## config.mk

```make
export PLATFORM = sky130hd
export DESIGN_NAME = seq_divider_16bit
export DESIGN_NICKNAME = d
export VERILOG_FILES = /design/src/rtl/seq_divider_16bit_pkg.sv /design/src/rtl/seq_divider_16bit_trial_sub.sv /design/src/rtl/seq_divider_16bit.sv
export SDC_FILE = /design/constraint.sdc
export NUM_CORES = 1
export LEC_CHECK = 0
export BUFFER_PORTS_ARGS = -buffer_cell sky130_fd_sc_hd__buf_2
export CORE_MARGIN = 2
export CORE_UTILIZATION = 25
export DETAILED_ROUTE_END_ITERATION = 10
export SKIP_CTS_REPAIR_TIMING = 1
export SYNTH_ARGS = -nofsm -noshare
export SYNTH_HDL_FRONTEND = slang
export SYNTH_HIERARCHICAL = 1
export SYNTH_SLANG_ARGS = --single-unit
export TNS_END_PERCENT = 10
```

## constraint.sdc

```tcl
create_clock -name clk -period 12.7 [get_ports clk]
set_input_delay 0.635 -clock clk [delete_from_list [all_inputs] [get_ports clk]]
set_output_delay 0.635 -clock clk [all_outputs]
set_load 0.1 [all_outputs]
```

## src/rtl/seq_divider_16bit_pkg.sv

```systemverilog
// rtl/seq_divider_16bit_pkg.sv - shared constants and state encoding for the sequential divider
package seq_divider_16bit_pkg;

    localparam int WIDTH = 16;
    localparam logic [WIDTH-1:0] DIV0_Q = 16'hFFFF;
    localparam int CNT_W = 4;

    typedef enum logic [1:0] {
        IDLE = 2'b00,
        RUN  = 2'b01,
        DONE = 2'b10
    } state_t;

endpackage

```

## src/rtl/seq_divider_16bit_trial_sub.sv

```systemverilog
// rtl/seq_divider_16bit_trial_sub.sv - 17-bit carry-lookahead trial subtractor, a + ~b + 1
module div_trial_sub
    import seq_divider_16bit_pkg::*;
(
    output logic [WIDTH:0] diff,
    output logic           borrow,
    input  logic [WIDTH:0] a,
    input  logic [WIDTH:0] b
);

    localparam int W = WIDTH + 1;

    logic [W-1:0] g;
    logic [W-1:0] p;
    logic [W:0]   c;

    // Carries from the generate/propagate recurrence, carry-in of 1 for two's complement.
    function automatic logic [W:0] lookahead(input logic [W-1:0] gi, input logic [W-1:0] pi);
        logic [W:0] cc;
        cc[0] = 1'b1;
        for (int i = 0; i < W; i++) begin
            cc[i+1] = gi[i] | (pi[i] & cc[i]);
        end
        return cc;
    endfunction

    always_comb begin
        g      = a & ~b;
        p      = a ^ ~b;
        c      = lookahead(g, p);
        diff   = p ^ c[W-1:0];
        borrow = ~c[W];
    end

endmodule

```

## src/rtl/seq_divider_16bit.sv

```systemverilog
// rtl/seq_divider_16bit.sv - unsigned 16-bit restoring divider with start/busy/done handshake
module seq_divider_16bit
    import seq_divider_16bit_pkg::*;
(
    input  logic             clk,
    input  logic             rst,
    input  logic             start,
    input  logic [WIDTH-1:0] dividend,
    input  logic [WIDTH-1:0] divisor,
    output logic [WIDTH-1:0] quotient,
    output logic [WIDTH-1:0] remainder,
    output logic             busy,
    output logic             done,
    output logic             div_by_zero
);

    state_t           state;
    state_t           state_nxt;
    logic [WIDTH:0]   prem;
    logic [WIDTH-1:0] q_reg;
    logic [WIDTH-1:0] dsr_reg;
    logic [CNT_W-1:0] cnt;
    logic             fin;
    logic             dz_reg;

    logic [WIDTH:0]   trial_a;
    logic [WIDTH:0]   trial_diff;
    logic             trial_borrow;

    assign trial_a = {prem[WIDTH-1:0], q_reg[WIDTH-1]};

    div_trial_sub u_sub (
        .diff   (trial_diff),
        .borrow (trial_borrow),
        .a      (trial_a),
        .b      ({1'b0, dsr_reg})
    );

    always_ff @(posedge clk) begin
        if (rst) begin
            state <= IDLE;
        end else begin
            state <= state_nxt;
        end
    end

    always_comb begin
        state_nxt = state;
        case (state)
            IDLE:    if (start) state_nxt = RUN;
            RUN:     if (fin) state_nxt = DONE;
            DONE:    state_nxt = IDLE;
            default: state_nxt = IDLE;
        endcase
    end

    // fin marks a spare cycle after the last iteration so results land one edge
    // later; a zero divisor skips the iterations but keeps the same finishing step.
    always_ff @(posedge clk) begin
        if (rst) begin
            prem        <= '0;
            q_reg       <= '0;
            dsr_reg     <= '0;
            cnt         <= '0;
            fin         <= 1'b0;
            dz_reg      <= 1'b0;
            quotient    <= '0;
            remainder   <= '0;
            busy        <= 1'b0;
            done        <= 1'b0;
            div_by_zero <= 1'b0;
        end else begin
            done <= 1'b0;
            case (state)
                IDLE: begin
                    if (start) begin
                        q_reg   <= dividend;
                        dsr_reg <= divisor;
                        prem    <= '0;
                        cnt     <= '0;
                        fin     <= 1'b0;
                        dz_reg  <= (divisor == '0);
                        busy    <= 1'b1;
                    end
                end
                RUN: begin
                    if (fin) begin
                        busy        <= 1'b0;
                        done        <= 1'b1;
                        div_by_zero <= dz_reg;
                        quotient    <= dz_reg ? DIV0_Q : q_reg;
                        remainder   <= dz_reg ? q_reg : prem[WIDTH-1:0];
                    end else if (dz_reg) begin
                        fin <= 1'b1;
                    end else begin
                        prem  <= trial_borrow ? trial_a : trial_diff;
                        q_reg <= {q_reg[WIDTH-2:0], ~trial_borrow};
                        cnt   <= cnt + 1'b1;
                        if (cnt == 4'd15) fin <= 1'b1;
                    end
                end
                default: ;
            endcase
        end
    end

endmodule

```

==> impl_metrics.yaml, run 1 <==
sta:
  relSlewSlack: 0.290
  setup_viol: 0
  fin_setup_tns_ns: 0
  fin_ws_ns: 4.64
  max_freq_mhz: 124
  worst_pin_slew_ns: 1.06
  skew_ns: 0.00724
  drv_slew: 0
  period_minus_slack_ns: 8.06
  finalCritPeriodShare: 0.634
  rsz0062_at_grt: "no"
  hold_violations: 0
synth:
  syn_inst: 485
  yosys_warnings: 6
  syn-num-nets: 538
  syn_area_um2: 4470
  avgSynthCellArea_um2: 9.21
cells_and_area:
  drive_gt1_frac: 0.233
  final_cell_area_um2: 5180
  antenna_cells: 0
  final_cell_mix: "dfxtp_1 (91), buf_2 (68), nor3_1 (49), a21oi_1 (38), nor2_1 (38)"
  final_common_cell: "dfxtp_1"
  area_delta_synth_final_pct: 16.0
  fin_nets: 580
global_route:
  grt_pass1_vias: 3393
  grt_max_degree: 93
  grt_overflow: 0
  grt_pass1_wl_um: 18400
  gr-usage-all-layers: 0.124
  grt_antenna_before_repair: 0
power:
  power_leakage_nw: 1.97
  power_density_nw_per_um2: 127
  ir_drop_uv: 74.1
  report.power.total_w: 0.000656
floorplan:
  ios: 70
  die_h_um: 138
  die_area_um2: 18900
  rows: 48
  initial_core_util: 0.257
  die_w_um: 138
  fp.coreArea_um2: 17400
worst_setup_path:
  slowest_stage: "fa_1"
  crit_path_start_kind: "flip-flop"
  cp.required_ns: 12.89
  cpMostUsedCell: "fa_1"
  path_delay_family: "adder cells"
  critical_path_class: "reg2reg"
  cp_max_fo: 17
  crit_buf_inv: 1
  crit_chain: "inv_1 -> ha_1 -> fa_1 -> fa_1 -> fa_1 -> fa_1 -> fa_1 -> fa_1 -> fa_1 -> fa_1 -> fa_1 -> fa_1 -> fa_1 -> fa_1 -> fa_1 -> fa_1 -> fa_1 -> fa_1 -> mux2_2 -> nand4_1 -> a21oi_1"
  slowest_delay_ns: 0.72
  endpoint_kind: "flip-flop"
  worstPathArrival_ns: 8.24
job:
  drv_cap: 0
place:
  numPortBuffers: 69
  hpwl_um: 7520
  dpl_worst_slack_ns: 4.70
  gp_congestion: 0.768
  postPlaceCellArea_um2: 4890
routing:
  drt-pass1-iter-count: 4
  antenna_left: 0
  vias: 3499
  routed_wl_um: 11100
  viasPerCell: 4.62
  drtIter0Drc: 219
  wl_per_cell_um: 14.7
  drc: 0
clock_tree:
  cts_root_buf: "clkbuf_16"
  insertion_delay_ns: 0.35
  cts_max_level: 3
  cts_buffers: 9
  clk_pin_slew_worst_paths_ns: 0.07
  clockBufferDepth: 2
  cts_tree: "done"
  clock-sinks: 91
outcome:
  outcome: "finished clean"
worst_hold_path:
  hp-class: "reg2reg"
where the power goes:
part | total, W | internal, W | switching, W
Clock | 0.000264 | 0.000142 | 0.000122
Combinational | 0.0000835 | 0.0000348 | 0.0000488
Sequential | 0.000308 | 0.000295 | 0.0000128
Total | 0.000656 | 0.000473 | 0.000183
area by class of cell:
cell class	count	area [um2]
Clock inverter	6	53.8
Inverter	34	128
Clock buffer	10	239
Tap cell	225	282
Timing Repair Buffer	74	385
Fill cell	1874	12200
Multi-Input combinational cell	317	2270
Sequential cell	91	1820
worst paths after layout:
check	start	to	slack (ns)	cells after the start
worst min register to register	div_by_zero	div_by_zero	0.47	2
worst min-delay path	div_by_zero	div_by_zero	0.47	2
worst max register to register	q_reg[15]	prem[9]	4.64	21
worst max-delay path	q_reg[15]	prem[9]	4.64	21
metal layers:
metal	part of all wire	up-vias	global-route usage
met5	0	-	0
met3	0.069	11	0.0383
li1	-	1769	-
met1	0.52	1617	0.183
met2	0.40	102	0.175
met4	0.010	0	0.0281
metrics by stage:
| stage | std cells | utilization | hold WS, ns |
|---|---|---|---|
| final | 757 | 0.298 | 0.472 |
| after global routing | 757 | 0.298 | 0.492 |
| after CTS | 757 | 0.298 | 0.472 |
| after detailed placement | 741 | 0.282 | 0.463 |
| after global placement | 741 | 0.282 | 0.465 |
| after floorplan | 485 | - | 0.440 |
worst reg2reg max path: stages (launching register included):
cell     delay (ns)
dfxtp_1        0.39
inv_1          0.07
ha_1           0.21
fa_1           0.38
fa_1           0.40
fa_1           0.39
fa_1           0.39
fa_1           0.39
fa_1           0.39
fa_1           0.39
fa_1           0.39
fa_1           0.42
fa_1           0.40
fa_1           0.40
fa_1           0.40
fa_1           0.39
fa_1           0.40
fa_1           0.40
fa_1           0.72
mux2_2         0.41
nand4_1        0.10
a21oi_1        0.08
No activity file was read; power rests on OpenSTA's default activity.
==> inputs of run 2 (changes only) <==
==> constraint.sdc (replaced) <==
create_clock -name clk -period 7.45 [get_ports clk]
set_input_delay 0.3725 -clock clk [delete_from_list [all_inputs] [get_ports clk]]
set_output_delay 0.3725 -clock clk [all_outputs]
set_load 0.1 [all_outputs]
==> impl_metrics.yaml, run 2 (synthesis gave the netlist of run 1 again) <==
global_route:
  grt_max_degree: 93
  met1_usage: 0.184
  grt_overflow: 0
  grt_antenna_before_repair: 0
  grt_pass1_vias: 3267
  busiest_layer: "met1"
  gr-usage-all-layers: 0.122
  met3_usage: 0.0316
  grt_pass1_wl_um: 18000
  grt_util_met2: 0.170
outcome:
  outcome: "finished clean"
sta:
  rsz0062_at_grt: "no"
  skew_ns: 0.00957
  max_freq_mhz: 138
  hold_violations: 0
  worst_pin_slew_ns: 1.07
  drv_slew: 0
  setup_viol: 0
  fin_ws_ns: 0.194
  finalCritPeriodShare: 0.974
  relSlewSlack: 0.288
  period_minus_slack_ns: 7.26
floorplan:
  die_w_um: 138
  die_h_um: 138
  fp.coreArea_um2: 17400
  die_area_um2: 18900
  initial_core_util: 0.257
  rows: 48
  ios: 70
power:
  p_switching_w: 0.000302
  p_int_w: 0.000803
  report.power.total_w: 0.00111
  p_seq_frac: 0.475
  swShare: 0.273
  power_density_nw_per_um2: 212
  clkPwrFrac: 0.392
  ir_drop_uv: 134
  p_comb_frac: 0.133
  power_leakage_nw: 1.97
routing:
  drtIter0Drc: 220
  drc: 0
  drt-pass1-iter-count: 4
  viasPerCell: 4.60
  vias: 3493
  routed_wl_um: 11200
  wl_per_cell_um: 14.7
  antenna_left: 0
cells_and_area:
  drive_gt1_frac: 0.256
  fin_nets: 583
  final_common_cell: "dfxtp_1"
  area_delta_synth_final_pct: 17.0
  finalNonFillerCells: 760
  final_cell_mix: "dfxtp_1 (90), buf_2 (68), nor3_1 (49), nor2_1 (38), a21oi_1 (37)"
  antenna_cells: 0
  fill_cells: 1853
worst_setup_path:
  r2r_end: "prem[9]"
  crit_path_start_kind: "flip-flop"
  timing.rr.start: "q_reg[15]"
  worstRegToRegCells: 22
  endpoint_kind: "flip-flop"
  cp_max_fo: 17
  cp.required_ns: 7.62
  regToRegSetupSlack_ns: 0.19
  worstPathArrival_ns: 7.43
  critical_path_class: "reg2reg"
place:
  hpwl_um: 7560
  placed_cells: 744
  gp_congestion: 0.800
  dpl_worst_slack_ns: -0.161
  numPortBuffers: 69
clock_tree:
  cts_max_level: 3
  cts_tree: "done"
  cts_root_buf: "clkbuf_16"
  clockBufferDepth: 2
  clock-sinks: 91
  insertion_delay_ns: 0.34
  cts_buffers: 9
  clk_pin_slew_worst_paths_ns: 0.06
worst_hold_path:
  hold_depth: 3
  whs_endpoint: "dsr_reg[12]"
  hp-class: "in2reg"
  hp-start: "divisor[12]"
job:
  drv_cap: 0
[run 2: cell types whose count changed in the layout (fill, tap and decap cells not counted), sizes merged]
| cell | delta |
|---|---|
| clkinvlp | +1 |
| clkinv | +2 |
| clkbuf | +1 |
| inv | -4 |
| buf | +3 |
[run 2: area by class of cell]
| cell class | instances | area (um2) | area share |
|---|---|---|---|
| multi-input combinational | 317 | 2300 | 0.440 |
| inverter | 34 | 128 | 0.0244 |
| sequential | 91 | 1820 | 0.349 |
| clock buffer | 11 | 243 | 0.0465 |
| clock inverter | 5 | 37.5 | 0.00719 |
| timing repair buffer | 77 | 415 | 0.0795 |
| tap | 225 | 282 | 0.0539 |
[run 2: per-stage QoR]
| stage | hold WS [ns] | instance area [um2] | util | setup TNS [ns] |
|---|---|---|---|---|
| floorplan | 0.440 | 4470 | - | 0 |
| global placement | 0.449 | 4910 | 0.283 | -0.913 |
| detailed placement | 0.453 | 4910 | 0.283 | -2.58 |
| CTS | 0.280 | 5190 | 0.299 | -2.82 |
| global route | 0.287 | 5220 | 0.301 | 0 |
| finish | 0.291 | 5220 | 0.301 | 0 |
[run 2: how the worst max path moves through the flow]
| stage | to | slack (ns) | start | cells past startpoint |
|---|---|---|---|---|
| final | prem[9] | 0.19 | q_reg[15] | 22 |
| after global placement | prem[1] | -0.07 | q_reg[15] | 22 |
| after detailed placement | prem[7] | -0.16 | q_reg[15] | 22 |
| after global routing | prem[9] | 0.0007 | q_reg[15] | 22 |
| after CTS | prem[7] | -0.18 | q_reg[15] | 22 |
| after floorplan | prem[12] | 0.02 | q_reg[15] | 23 |
[run 2: worst max-delay path, stage by stage, from the launching register on]
cell	delay, ns
dfxtp_2	0.32
inv_1	0.04
ha_1	0.20
fa_1	0.38
fa_1	0.39
fa_2	0.36
fa_2	0.35
fa_1	0.38
fa_1	0.39
fa_2	0.35
fa_2	0.35
fa_2	0.35
fa_1	0.40
fa_2	0.35
fa_1	0.38
fa_1	0.40
fa_2	0.36
fa_2	0.35
fa_2	0.36
buf_8	0.17
mux2_2	0.28
nand4_1	0.09
a21oi_1	0.08
[run 2: power groups by stage]
stage	Clock [W]	Combinational, W	Sequential, W
after floorplan	0	0.000115	0.000531
after global placement	0	0.000144	0.000536
after detailed placement	0	0.000145	0.000536
after CTS	0.000441	0.000145	0.000525
after global routing	0.000464	0.000165	0.000528
final	0.000433	0.000147	0.000526
[run 2: metal layers]
metal  share of wire  vias up  wire length (um)
li1                -     1773                 -
met1            0.52     1615              5870
met2            0.41       97              4570
met3           0.061        8               680
met4          0.0074        0                83
met5               0        -                 0
